File: src/rtl/spi_sub.sv
// SPI subordinate (mode 3): decodes RW/address/data frames onto a simple register bus.
// sclk, cs_n and mosi are oversampled in the clk domain and edge-detected there.
module spi_sub #(
  parameter int unsigned ADDR_WIDTH  = 6,
  parameter int unsigned DATA_WIDTH  = 8,
  parameter int unsigned MSB_FIRST   = 1,
  parameter int unsigned SYNC_STAGES = 2
) (
  input  logic                  clk,
  input  logic                  rst,
  input  logic                  sclk,
  input  logic                  cs_n,
  input  logic                  mosi,
  output logic                  miso,
  output logic                  miso_oe,
  output logic [ADDR_WIDTH-1:0] reg_addr,
  output logic [DATA_WIDTH-1:0] reg_wdata,
  output logic                  reg_we,
  output logic                  reg_re,
  input  logic [DATA_WIDTH-1:0] reg_rdata,
  input  logic                  reg_rvalid,
  output logic                  frame_err,
  output logic                  busy
);

  localparam int unsigned MAX_W = (ADDR_WIDTH > DATA_WIDTH) ? ADDR_WIDTH : DATA_WIDTH;
  localparam int unsigned CNT_W = $clog2(MAX_W) + 1;

  typedef enum logic [2:0] {
    S_IDLE    = 3'd0,
    S_RW      = 3'd1,
    S_ADDR    = 3'd2,
    S_DATA    = 3'd3,
    S_WAIT_CS = 3'd4
  } state_t;

  logic [SYNC_STAGES-1:0] r_sclk_sync;
  logic [SYNC_STAGES-1:0] r_cs_sync;
  logic [SYNC_STAGES-1:0] r_mosi_sync;
  logic                   r_sclk_d;
  logic                   r_cs_d;

  logic w_sclk_s;
  logic w_cs_s;
  logic w_mosi_s;
  logic w_rise;
  logic w_fall;
  logic w_cs_fall;
  logic w_cs_rise;

  state_t                r_state;
  logic                  r_rw;
  logic [CNT_W-1:0]      r_cnt;
  logic [ADDR_WIDTH-1:0] r_addr_sr;
  logic [DATA_WIDTH-1:0] r_data_sr;
  logic [DATA_WIDTH-1:0] r_tx_sr;
  logic                  r_loaded;
  logic                  r_win;
  logic                  r_first_fall;
  logic                  r_re_pend;
  logic                  r_we_pend;

  logic [ADDR_WIDTH-1:0] w_addr_next;
  logic [DATA_WIDTH-1:0] w_data_next;
  logic [DATA_WIDTH-1:0] w_tx_shift;
  logic                  w_tx_bit;

  // Synchronize the SPI pins and keep the previous synchronized sample for edge detection
  always_ff @(posedge clk or posedge rst) begin
    if (rst) begin
      r_sclk_sync <= '1;
      r_cs_sync   <= '1;
      r_mosi_sync <= '0;
      r_sclk_d    <= 1'b1;
      r_cs_d      <= 1'b1;
    end else begin
      r_sclk_sync <= {r_sclk_sync[SYNC_STAGES-2:0], sclk};
      r_cs_sync   <= {r_cs_sync[SYNC_STAGES-2:0], cs_n};
      r_mosi_sync <= {r_mosi_sync[SYNC_STAGES-2:0], mosi};
      r_sclk_d    <= w_sclk_s;
      r_cs_d      <= w_cs_s;
    end
  end

  assign w_sclk_s  = r_sclk_sync[SYNC_STAGES-1];
  assign w_cs_s    = r_cs_sync[SYNC_STAGES-1];
  assign w_mosi_s  = r_mosi_sync[SYNC_STAGES-1];
  assign w_rise    = w_sclk_s & ~r_sclk_d;
  assign w_fall    = ~w_sclk_s & r_sclk_d;
  assign w_cs_fall = ~w_cs_s & r_cs_d;
  assign w_cs_rise = w_cs_s & ~r_cs_d;

  // Shift-register next values in the configured bit order
  always_comb begin
    w_addr_next = '0;
    w_data_next = '0;
    w_tx_shift  = '0;
    w_tx_bit    = 1'b0;
    if (MSB_FIRST != 0) begin
      w_addr_next = {r_addr_sr[ADDR_WIDTH-2:0], w_mosi_s};
      w_data_next = {r_data_sr[DATA_WIDTH-2:0], w_mosi_s};
      w_tx_shift  = {r_tx_sr[DATA_WIDTH-2:0], 1'b0};
      w_tx_bit    = r_tx_sr[DATA_WIDTH-1];
    end else begin
      w_addr_next = {w_mosi_s, r_addr_sr[ADDR_WIDTH-1:1]};
      w_data_next = {w_mosi_s, r_data_sr[DATA_WIDTH-1:1]};
      w_tx_shift  = {1'b0, r_tx_sr[DATA_WIDTH-1:1]};
      w_tx_bit    = r_tx_sr[0];
    end
  end

  // Frame decode state machine with registered bus strobes and SPI outputs
  always_ff @(posedge clk or posedge rst) begin
    if (rst) begin
      r_state      <= S_IDLE;
      r_rw         <= 1'b0;
      r_cnt        <= '0;
      r_addr_sr    <= '0;
      r_data_sr    <= '0;
      r_tx_sr      <= '0;
      r_loaded     <= 1'b0;
      r_win        <= 1'b0;
      r_first_fall <= 1'b0;
      r_re_pend    <= 1'b0;
      r_we_pend    <= 1'b0;
      miso         <= 1'b0;
      miso_oe      <= 1'b0;
      reg_addr     <= '0;
      reg_wdata    <= '0;
      reg_we       <= 1'b0;
      reg_re       <= 1'b0;
      frame_err    <= 1'b0;
      busy         <= 1'b0;
    end else begin
      reg_we    <= 1'b0;
      reg_re    <= 1'b0;
      frame_err <= 1'b0;
      r_re_pend <= 1'b0;
      r_we_pend <= 1'b0;

      // Strobes fire one clk after the address/data register update; read window opens with reg_re
      if (r_re_pend) begin
        reg_re <= 1'b1;
        r_win  <= 1'b1;
      end
      if (r_we_pend) begin
        reg_we <= 1'b1;
      end

      case (r_state)
        S_IDLE: begin
          miso    <= 1'b0;
          miso_oe <= 1'b0;
          if (w_cs_fall) begin
            busy         <= 1'b1;
            r_addr_sr    <= '0;
            r_data_sr    <= '0;
            r_tx_sr      <= '0;
            r_loaded     <= 1'b0;
            r_win        <= 1'b0;
            r_first_fall <= 1'b0;
            r_state      <= S_RW;
          end
        end

        S_RW: begin
          if (w_cs_rise) begin
            frame_err <= 1'b1;
            miso_oe   <= 1'b0;
            miso      <= 1'b0;
            busy      <= 1'b0;
            r_win     <= 1'b0;
            r_state   <= S_IDLE;
          end else if (w_rise) begin
            r_rw    <= w_mosi_s;
            r_cnt   <= CNT_W'(ADDR_WIDTH - 1);
            r_state <= S_ADDR;
          end
        end

        S_ADDR: begin
          if (w_cs_rise) begin
            frame_err <= 1'b1;
            miso_oe   <= 1'b0;
            miso      <= 1'b0;
            busy      <= 1'b0;
            r_win     <= 1'b0;
            r_state   <= S_IDLE;
          end else if (w_rise) begin
            r_addr_sr <= w_addr_next;
            if (r_cnt == '0) begin
              reg_addr <= w_addr_next;
              if (!r_rw) begin
                r_re_pend <= 1'b1;
                miso_oe   <= 1'b1;
              end
              r_cnt   <= CNT_W'(DATA_WIDTH - 1);
              r_state <= S_DATA;
            end else begin
              r_cnt <= r_cnt - CNT_W'(1);
            end
          end
        end

        S_DATA: begin
          if (w_cs_rise) begin
            frame_err <= 1'b1;
            miso_oe   <= 1'b0;
            miso      <= 1'b0;
            busy      <= 1'b0;
            r_win     <= 1'b0;
            r_state   <= S_IDLE;
          end else begin
            // Read: capture response before the first fall, then shift it out on falls
            if (!r_rw) begin
              if (w_fall) begin
                r_win        <= 1'b0;
                r_first_fall <= 1'b1;
                if (!r_first_fall && !r_loaded) begin
                  frame_err <= 1'b1;
                  miso      <= 1'b0;
                end else begin
                  miso    <= w_tx_bit;
                  r_tx_sr <= w_tx_shift;
                end
              end else if (r_win && reg_rvalid && !r_loaded) begin
                r_tx_sr  <= reg_rdata;
                r_loaded <= 1'b1;
                r_win    <= 1'b0;
              end
            end
            if (w_rise) begin
              if (r_rw) begin
                r_data_sr <= w_data_next;
              end
              if (r_cnt == '0) begin
                if (r_rw) begin
                  reg_wdata <= w_data_next;
                  r_we_pend <= 1'b1;
                end
                miso_oe <= 1'b0;
                miso    <= 1'b0;
                r_state <= S_WAIT_CS;
              end else begin
                r_cnt <= r_cnt - CNT_W'(1);
              end
            end
          end
        end

        S_WAIT_CS: begin
          miso    <= 1'b0;
          miso_oe <= 1'b0;
          if (w_cs_rise) begin
            busy    <= 1'b0;
            r_state <= S_IDLE;
          end
        end

        default: begin
          miso    <= 1'b0;
          miso_oe <= 1'b0;
          busy    <= 1'b0;
          r_win   <= 1'b0;
          r_state <= S_IDLE;
        end
      endcase
    end
  end

endmodule
File: config.mk
export PLATFORM = sky130hd
export DESIGN_NAME = spi_sub
export DESIGN_NICKNAME = d
export VERILOG_FILES = /design/src/rtl/spi_sub.sv
export SDC_FILE = /design/constraint.sdc
export NUM_CORES = 1
export LEC_CHECK = 0
export ABC_AREA = 1
export CAP_MARGIN = 20
export CORE_MARGIN = 4
export CORE_UTILIZATION = 60
export DETAILED_ROUTE_END_ITERATION = 7
export PLACE_DENSITY = 0.87
export SLEW_MARGIN = 20
export SYNTH_ARGS = -nofsm -noshare
export SYNTH_HDL_FRONTEND = slang
export SYNTH_SLANG_ARGS = --single-unit
File: constraint.sdc
create_clock -name clk -period 6.7 [get_ports clk]
set_clock_uncertainty 0.2 [all_clocks]
set_input_delay 1.675 -clock clk [delete_from_list [all_inputs] [get_ports clk]]
set_output_delay 1.675 -clock clk [all_outputs]
set_load 0.01 [all_outputs]
# Word-level counts from Yosys, hierarchy flattened
# Index checks and enable logic that the tools add are counted.
dict set report classes {
  n_addsub 1
  eq_ne 29
  mux 89
  bitwise_logic 9
  reduce_logical 24
}
# op n
set ops {}
lappend ops {{$mux 8} 6}
lappend ops {{$mux 1} 47}
lappend ops {{$mux 4} 8}
lappend ops {{$mux 3} 10}
lappend ops {{$ne 2x2->1 const B} 15}
lappend ops {{$ne 3x3->1 const B} 8}
lappend ops {{$mux 7} 3}
lappend ops {{$reduce_and 6->1} 3}
lappend ops {{$pmux 8 s2} 1}
lappend ops {{$mux 5} 3}
lappend ops {{$pmux 3 s5} 1}
lappend ops {{$reduce_and 5->1} 3}
lappend ops {{$pmux 7 s2} 1}
lappend ops {{$pmux 4 s3} 1}
lappend ops {{$pmux 1 s2} 5}
lappend ops {{$pmux 5 s2} 1}
lappend ops {{$reduce_and 4->1} 2}
lappend ops {{$reduce_and 8->1} 1}
lappend ops {{$reduce_and 7->1} 1}
lappend ops {{$eq 3x2->1 const B} 2}
lappend ops {{$not 1->1} 5}
lappend ops {{$and 1x1->1} 4}
lappend ops {{$logic_not 4->1} 1}
lappend ops {{$ne 2x1->1 const B} 2}
lappend ops {{other kinds (14)} 18}
dict set report word_totals {
  regBits 61
  inputBits 14
  output_inout_bits 20
  elab_cells 176
}

# Longest topological paths before layout
# Gate-level depths: netlist of run 1.
dict set report depth {
  depth_word 9
  ltp_mapped 10
  mapped_depth_nobuf 10
}

# Worst setup path after synthesis of run 1
# Ideal clock, no wire load.
dict set report synth_timing {
  path_type {in2reg}
  from {in reg_rvalid}
  to {reg r_tx_sr[0]}
  setup_time_ns 0.065
  arrival_ns 2.263
  t_required_ns 6.435
  slack_ns 4.173
  cell_stages 8
  path_cell_list {nand3_1 -> nand2_1 -> nand2_1 -> nand2_1 -> inv_1 -> nor2_4 -> nand2_1 -> nand2_1}
}
dict set report synth_between {
  elab_chain_len 4
}
# element line
set synth_rtl {}
lappend synth_rtl {{start: declaration} 21} ;# input logic reg_rvalid,
lappend synth_rtl {{$logic_and 1x1->1 (2 in series)} 226} ;# end else if (r_win && reg_rvalid && !r_loaded) begin
lappend synth_rtl {{$ne 3x3->1 (no source line)} -}
lappend synth_rtl {{$reduce_and 6->1 (no source line)} -}
lappend synth_rtl {{end signal: assignment} 224} ;# r_tx_sr <= w_tx_shift;
lappend synth_rtl {{end signal: assignment} 227} ;# r_tx_sr <= reg_rdata;
lappend synth_rtl {{end: declaration} 56} ;# logic [DATA_WIDTH-1:0] r_tx_sr;
# No other way between the ends.
# A chain may end at the register's enable or synchronous reset.

# Final worst setup path of run 1
dict set report layout_timing {
  from {reg reg_wdata[0]}
  to {out reg_wdata[0]}
}
# element line
set layout_rtl {}
lappend layout_rtl {{start: declaration} 17} ;# output logic [DATA_WIDTH-1:0] reg_wdata,
lappend layout_rtl {{start signal: assignment} 238} ;# reg_wdata <= w_data_next;
# No word-level cell between the ends.

==> impl_metrics.csv, run 1 <==
group,metric,value,unit
grt,overflow,0,
setup_path,critPathKind,"register to output port",
setup_path,cp.buffers_inverters,1,
clocking,cts-root-buf,"clkbuf_8",
run,cap_violations,0,
layout,layout-drive-gt1-share,11.00,%
clocking,clk_latency,0.33,ns
timing,setup_tns,0,ns
route,wl_per_cell,12.42,um
grt,grt_max_degree,62,
yosys,avgSynthCellArea,8.112,um2
yosys,netlist_instances,358,
yosys,yosysTopAreaCellShare,47.39,%
yosys,yosys.area.top_type,"dfrtp_1",
yosys,syn-num-nets,373,
layout,final_cell_mix,"nand2_1 (133), dfrtp_1 (55), inv_1 (36), nor2_1 (34), clkdlybuf4s50_1 (33)",
grt,grt.total_usage,21.03,%
die,num_io_pins,34,
die,die_y,77.57,um
power,power_density,344.6,nW/um2
yosys,synth.area.top_cells,"dfrtp_1 (47%), nand2_1 (17%), dfstp_2 (5.4%)",
setup_path,crit_chain,"clkdlybuf4s50_1",
timing,rsz0062_at_grt,"false",
setup_path,end_kind,"output port",
outcome,outcome,"completed",
route,drtIter0Drc,146,
timing,clock.fmax,322.6,MHz
layout,final_core_util,72.80,%
route,drcViolationCount,0,
die,coreArea,4692,um2
timing,tightest_slew,0.7157,ns
timing,drv_slew,0,
placement,dpl_cell_area,3257,um2
yosys,ys_ff_latch,61,
grt,antenna_found_initial,0,
yosys,syn_area,2904,um2
clocking,cts_tree,"done",
setup_path,max_stage_delay,0.54,ns
timing,period_share,46.27,%
yosys,synth.distinct_cells,26,
clocking,cts_setup_buffers,0,
layout,area.growth.synth_to_final,17.62,%
grt,grt_first_pass_wirelength,9984,um
grt,grt_pass1_vias,2302,
route,antenna_left,0,
route,drt_wl_total,5639,um
power,p_leak,1.678,nW
timing,setup_violations,0,
placement,place.port_buffers,33,
clocking,postCtsResizedCells,0,
layout,final_nets,411,
placement,hpwl,3940,um
layout,final_common_cell,"nand2_1",
timing,final_hold_viol_count,0,
clocking,cts.sinks,61,
die,initial_utilization,61.89,%
clocking,cts_hold_buf,0,
setup_path,cp.required,4.83,ns
clocking,cts_max_level,3,
placement,routabilityCongestion,0.9037,
setup_path,crit_path_top_delay_cell,"clkdlybuf4s50_1",
power,ir_drop,0.0002432,V
worst_hold_path,hp-class,"register to register",
die,fp.dieW,77.57,um
clocking,clk_pin_slew_worst_paths,0.06,ns
route,first_pass_iters,4,
setup_path,critical-path-top-delay-family,"buffers and inverters",
route,num_vias,2356,
layout,num_antenna_cells,0,
setup_path,arrival,1.23,ns
clocking,cts_buffers,9,
die,rows,25,
timing,min_period,3.100,ns
clocking,cts.path.max_buffers,2,
setup_path,cp-start-kind,"register",
yosys,synth_warnings,0,
route,vias_per_cell,5.189,
setup_path,path_max_fanout,2,
yosys,ys_seq_area_share,52.82,%
timing,slew-limit-headroom,52.29,%
die,fp.dieArea,6017,um2
layout,stdcell_area,3416,um2
cell type report:
type	count	area, um2
clock buffer	13	148.9
sequential	61	1534
inverter	38	142.6
timing repair buffer	34	337.8
tap	54	67.56
fill	356	1276
clock inverter	2	10.01
multi-input combinational	252	1175
logic make-up after synthesis:
| kind of cell | after synthesis | synth area share [%] |
|---|---|---|
| buffers and inverters | 45 | 6.721 |
| adder cells (fa/ha/maj) | 1 | 0.4308 |
| XOR/XNOR | 1 | 0.3016 |
| flip-flops | 61 | 52.82 |
| AO/OA/AOI/OAI | 46 | 9.608 |
| AND/OR/NAND/NOR | 204 | 30.12 |
Yosys cell counts (all sizes together):
master	count
a21boi	1
nand2	138
buf	6
xor2	1
inv	38
o21a	1
o21ai	30
nand3	19
dfrtp	55
clkbuf	1
nor2	41
ha	1
a31oi	2
dfstp	6
nand4	6
a21oi	12
metal layers:
metal	up-vias	track usage (%)	routed length, um
met5	-	0	0
met2	60	34.80	2741
met1	1089	26.34	2549
li1	1200	-	-
met3	7	5.568	262
met4	0	8.363	85
through the flow:
step	cells	power (mW)	worst slack, ns	hold slack, ns
5_1_grt	454	1.270	3.540	0.1538
2_1_floorplan	358	0.8184	3.322	0.1312
3_3_place_gp	439	0.8910	3.625	0.1326
6_report	454	1.177	3.600	0.1457
4_1_cts	454	1.178	3.574	0.1495
3_5_place_dp	439	0.9075	3.594	0.1358
registers in the layout, summed over array words and instances, names as in the netlist, 2 cells and up:
signal	flops
r_state	3
r_mosi_sync	2
r_cnt	4
r_addr_sr	5
r_tx_sr	8
reg_addr	6
r_cs_sync	2
r_data_sr	7
reg_wdata	8
r_sclk_sync	2
power by group:
part	leakage, nW	switching [mW]	total, mW	internal [mW]
clock network	0.0833	0.126	0.268	0.141
logic	0.783	0.299	0.436	0.137
registers	0.812	0.0469	0.473	0.426
path summary, 6_finish.rpt:
path,startpoint,end,slack (ns),cells after the start
setup / recovery,reg_wdata[0],reg_wdata[0],3.60,1
setup reg to reg,r_cnt[0],r_cnt[1],4.70,10
min in group asynchronous,rst,r_state[1],1.66,3
max in group asynchronous,rst,reg_addr[2],4.16,3
hold / removal,r_mosi_sync[0],r_mosi_sync[1],0.15,0
hold reg to reg,r_mosi_sync[0],r_mosi_sync[1],0.15,0
No activity file was read; power rests on OpenSTA's default activity.
==> run 2: changes to the inputs <==
--- a/config.mk
+++ b/config.mk
@@ -8,9 +8,9 @@
 export ABC_AREA = 1
 export CAP_MARGIN = 20
 export CORE_MARGIN = 4
-export CORE_UTILIZATION = 60
+export CORE_UTILIZATION = 50
 export DETAILED_ROUTE_END_ITERATION = 7
-export PLACE_DENSITY = 0.87
+export PLACE_DENSITY = 0.77
 export SLEW_MARGIN = 20
 export SYNTH_ARGS = -nofsm -noshare
 export SYNTH_HDL_FRONTEND = slang
==> constraint.sdc (replaced) <==
create_clock -name clk -period 2.8 [get_ports clk]
set_clock_uncertainty 0.2 [all_clocks]
set_input_delay 0.7 -clock clk [delete_from_list [all_inputs] [get_ports clk]]
set_output_delay 0.7 -clock clk [all_outputs]
set_load 0.01 [all_outputs]
==> run 2 against run 1 <==
Combinational power up 140%. Sequential power up 140%. Design area up 1.8%. Global-route usage down 3.2 points. Critical path depth unchanged. Worst setup slack worse by 2.9 ns. Non-clock buffer count unchanged. Sequential share of layout area down 0.81 points. First-iteration DRC count down 3.4%. Hold slack about the same. Final cell count up 4.2%. Critical endpoint is now busy. Largest cell class unchanged.
==> impl_metrics.csv, run 2 (synthesis results as in run 1) <==
group,metric,value,unit
setup_path,crit_path_top_delay_cell,"clkdlybuf4s50_1",
setup_path,critical-path-top-delay-family,"buffers and inverters",
placement,routabilityCongestion,0.8483,
layout,layout-drive-gt1-share,10.72,%
power,power_density,834.1,nW/um2
worst_hold_path,holdCritStartpoint,"r_we_pend",
setup_path,rr_startpoint,"r_cnt[0]",
timing,min_period,2.134,ns
clocking,clk_latency,0.33,ns
run,cap_violations,0,
clocking,cts_tree,"done",
grt,grt_pass1_vias,2329,
timing,drv_slew,0,
layout,finalNonFillerCells,473,
layout,area.growth.synth_to_final,19.78,%
layout,reg_top3,"r_tx_sr: 8 flops, reg_wdata: 8 flops, r_data_sr: 7 flops",
die,die_y,84.21,um
grt,grt_max_degree,62,
timing,final_hold_viol_count,0,
clocking,cts_setup_buffers,0,
timing,setup_violations,0,
route,wl_per_cell,11.76,um
clocking,postCtsResizedCells,0,
clocking,cts_buffers,9,
setup_path,end_kind,"output port",
placement,dp_cells,457,
timing,hold_ws,0.1462,ns
grt,grt_first_pass_wirelength,10270,um
timing,clock.fmax,468.7,MHz
clocking,cts.path.max_buffers,2,
timing,slew-limit-headroom,73.40,%
layout,num_antenna_cells,0,
setup_path,crit_chain,"clkdlybuf4s50_1",
timing,period_share,76.20,%
grt,overflow,0,
clocking,cts.sinks,61,
route,drtIter0Drc,141,
setup_path,crit_start,"busy",
die,num_io_pins,34,
setup_path,path_max_fanout,2,
setup_path,cp-start-kind,"register",
timing,tightest_slew,0.3978,ns
power,ir_drop,0.0004499,V
route,antenna_left,0,
route,drt_wl_total,5562,um
clocking,cts_max_level,3,
clocking,cts_hold_buf,0,
outcome,outcome,"completed",
grt,antenna_found_initial,0,
worst_hold_path,hp-class,"register to register",
setup_path,arrival,1.23,ns
die,rows,27,
route,drcViolationCount,0,
setup_path,max_stage_delay,0.54,ns
layout,final_nets,411,
die,initial_utilization,52.10,%
clocking,cts-root-buf,"clkbuf_8",
power,p_leak,1.691,nW
route,vias_per_cell,4.882,
route,num_vias,2309,
layout,final_cell_mix,"nand2_1 (133), dfrtp_1 (55), inv_1 (36), nor2_1 (34), clkdlybuf4s50_1 (33)",
placement,place.port_buffers,33,
grt,grt.total_usage,17.85,%
placement,hpwl,3963,um
placement,dpl_cell_area,3292,um2
route,first_pass_iters,4,
timing,rsz0062_at_grt,"false",
placement,post-place-ws,0.6376,ns
setup_path,cp.buffers_inverters,1,
power,total_power,2.901,mW
setup_path,critPathKind,"register to output port",
layout,final_common_cell,"nand2_1",
timing,final.setup.worst_slack,0.6663,ns
clocking,clk_pin_slew_worst_paths,0.06,ns
die,fp.dieW,84.21,um
layout,stdcell_area,3478,um2
timing,setup_tns,0,ns
die,coreArea,5574,um2
layout,final_core_util,62.40,%
setup_path,cp.required,1.90,ns
die,fp.dieArea,7091,um2
==> run 2: cell count changes in the layout (fill, tap and decap cells not counted), sizes merged <==
| cell | previous run | this run |
|---|---|---|
| bufinv | 0 | 1 |
| clkbuf | 13 | 15 |
| clkinv | 2 | 0 |
==> run 2: metal layers <==
| layer | track usage, % | share of wire (%) | up-vias |
|---|---|---|---|
| met4 | 9.211 | 2.5 | 0 |
| met1 | 22.82 | 46 | 1041 |
| met5 | 0 | 0 | - |
| met2 | 28.62 | 47 | 56 |
| met3 | 3.729 | 4.6 | 14 |
| li1 | - | - | 1198 |
==> run 2: path summary, 6_finish.rpt <==
check	to	slack [ns]	cells past startpoint
min in group asynchronous	reg_wdata[4]	0.55	3
max in group asynchronous	r_sclk_sync[1]	1.54	3
min reg2reg	reg_we	0.15	0
max	busy	0.67	1
max reg2reg	r_cnt[3]	0.79	10
min	reg_we	0.15	0
==> run 2: where the power goes <==
group          internal [mW]  switching (mW)
Sequential              1.02           0.113
Clock                  0.438           0.303
Combinational          0.333           0.695
==> run 2: cell type report <==
class,count,area [um2]
clock buffer,15,156.4
clock inverter,1,30.03
fill,480,2096
inverter,38,142.6
multi-input combinational,252,1175
sequential,61,1534
tap,72,90.09
timing repair buffer,34,350.3
==> run 3: changes to the inputs <==
--- a/config.mk
+++ b/config.mk
@@ -8,9 +8,9 @@
 export ABC_AREA = 1
 export CAP_MARGIN = 20
 export CORE_MARGIN = 4
-export CORE_UTILIZATION = 50
+export CORE_UTILIZATION = 55
 export DETAILED_ROUTE_END_ITERATION = 7
-export PLACE_DENSITY = 0.77
+export PLACE_DENSITY = 0.81
 export SLEW_MARGIN = 20
 export SYNTH_ARGS = -nofsm -noshare
 export SYNTH_HDL_FRONTEND = slang
==> constraint.sdc (replaced) <==
create_clock -name clk -period 2.1 [get_ports clk]
set_clock_uncertainty 0.2 [all_clocks]
set_input_delay 0.525 -clock clk [delete_from_list [all_inputs] [get_ports clk]]
set_output_delay 0.525 -clock clk [all_outputs]
set_load 0.01 [all_outputs]
==> run 3 against run 2 <==
First-iteration DRC count shrank 11%. Highest routed layer unchanged. Die area is 8.2% lower. Utilization is 7.7 points higher. Clock power grew 58%. Clock-buffer cell count fell by 3. Final cell count up 1.3%. Sequential power rose by 35%. Wire length up 4.9%. Register-to-register slack worse by 0.60 ns. Via count up 3.9%. Combinational power is 40% higher.
==> impl_metrics.csv, run 3 (synthesis results as in run 1) <==
group,metric,value,unit
outcome,outcome,"completed",
layout,final_common_cell,"nand2_1",
timing,drv_slew,0,
grt,top_usage_layer,"met2",
die,die_y,80.67,um
die,fp.dieArea,6507,um2
placement,hpwl,4135,um
route,vias_per_cell,5.010,
route,drtIter0Drc,126,
grt,grt_max_degree,62,
route,num_vias,2400,
timing,hold_ws,0.1514,ns
setup_path,end_kind,"output port",
layout,layout-drive-gt1-share,13.69,%
grt,grt_use_met1,26.72,%
setup_path,r2r-end,"r_tx_sr[7]",
grt,gr-usage-met3,5.157,%
power,total_power,4.130,mW
clocking,cts.path.max_buffers,2,
timing,clock.fmax,510.7,MHz
timing,final_hold_viol_count,0,
worst_hold_path,hold_depth,0,
die,rows,26,
layout,fill_cells,401,
die,num_io_pins,34,
grt,grt_pass1_vias,2327,
setup_path,critPathKind,"register to output port",
clocking,cts.sinks,61,
clocking,cts_buffers,9,
setup_path,arrival,1.23,ns
grt,grtUsageMet2,33.36,%
timing,setup_tns,0,ns
grt,antenna_found_initial,0,
worst_hold_path,holdCritStartpoint,"r_we_pend",
timing,tightest_slew,0.3871,ns
die,fp.dieW,80.67,um
route,drt_wl_total,5835,um
layout,finalNonFillerCells,479,
setup_path,crit_path_top_delay_cell,"clkdlybuf4s50_1",
power,p_leak,1.748,nW
placement,routabilityCongestion,0.8793,
layout,multi_input_area,1175,um2
route,drcViolationCount,0,
power,ir_drop,0.0008068,V
power,power_density,1154,nW/um2
setup_path,reg2reg_slack,0.19,ns
placement,dp_cells,461,
timing,slew-limit-headroom,74.13,%
run,cap_violations,0,
layout,final_core_util,70.09,%
grt,grt.total_usage,20.93,%
layout,num_antenna_cells,0,
setup_path,r2r_cells,9,
timing,rsz0062_at_grt,"false",
layout,final_nets,419,
setup_path,cp-start-kind,"register",
setup_path,cp.buffers_inverters,1,
clocking,cts_hold_buf,0,
clocking,cts-root-buf,"clkbuf_8",
setup_path,crit_chain,"clkdlybuf4s50_1",
worst_hold_path,hp-class,"register to register",
setup_path,critical-path-top-delay-family,"buffers and inverters",
grt,grt_first_pass_wirelength,10280,um
route,wl_per_cell,12.18,um
die,initial_utilization,56.86,%
clocking,cts_max_level,3,
timing,min_period,1.958,ns
clocking,clk_latency,0.33,ns
setup_path,path_max_fanout,2,
layout,reg_top3,"r_tx_sr: 8 flops, reg_wdata: 8 flops, r_data_sr: 7 flops",
clocking,cts_tree,"done",
layout,area.growth.synth_to_final,23.27,%
route,first_pass_iters,4,
worst_hold_path,holdPathEnd,"reg_we",
setup_path,cp.required,1.37,ns
grt,overflow,0,
layout,final_cell_mix,"nand2_1 (133), dfrtp_1 (54), inv_1 (36), nor2_1 (34), clkdlybuf4s50_1 (33)",
timing,period_share,93.25,%
clocking,clk_pin_slew_worst_paths,0.07,ns
timing,setup_violations,0,
placement,place.port_buffers,33,
die,coreArea,5107,um2
layout,seqCellArea,1535,um2
setup_path,max_stage_delay,0.54,ns
setup_path,rr_startpoint,"r_state[0]",
route,antenna_left,0,
## run 3: cell types whose count changed in the layout (fill, tap and decap cells not counted), sizes merged
cell | before | now
buf | 1 | 9
clkbuf | 15 | 12
clkinv | 0 | 2
bufinv | 1 | 2
clkinvlp | 0 | 1
inv | 38 | 37
## run 3: worst max-delay path by stage
stage	start	end	slack [ns]	cells past startpoint
6_report	busy	busy	0.14	1
3_5_place_dp	reg_rvalid	r_tx_sr[2]	0.09	9
5_1_grt	r_state[0]	r_tx_sr[4]	0.02	9
4_1_cts	busy	busy	0.12	1
3_3_place_gp	reg_rvalid	r_tx_sr[3]	0.17	9
2_1_floorplan	r_cnt[0]	r_cnt[0]	0.42	10
## run 3: routing by layer
metal,vias to the layer above,wire length [um]
li1,1223,-
met1,1104,2610
met2,62,2826
met3,11,269
met4,0,128
met5,-,0
## run 3: layout make-up
type / count / share of cell area, %
Sequential cell: 61 / 42.89
Timing Repair Buffer: 42 / 11.46
Multi-Input combinational cell: 252 / 32.82
Tap cell: 70 / 2.447
Inverter: 38 / 4.089
Clock inverter: 4 / 1.957
Clock buffer: 12 / 4.334
## run 3: through the flow
stage | setup WS [ns] | area (um2)
6_report | 0.1418 | 3580
5_1_grt | 0.01609 | 3580
4_1_cts | 0.1150 | 3563
3_5_place_dp | 0.08881 | 3338
3_3_place_gp | 0.1671 | 3338
2_1_floorplan | 0.4196 | 2908
## run 3: where the power goes
group | total (mW) | switching [mW] | internal (mW)
logic | 1.44 | 0.954 | 0.487
registers | 1.52 | 0.162 | 1.36
clock network | 1.17 | 0.436 | 0.729
total | 4.13 | 1.55 | 2.58
## run 3: repair_timing
item                                    in CTS  in global routing
gates resized for setup                      0                  1
hold endpoints to repair                     0                  0
setup buffers                                0                  2
endpoints found under the setup margin       0                  5
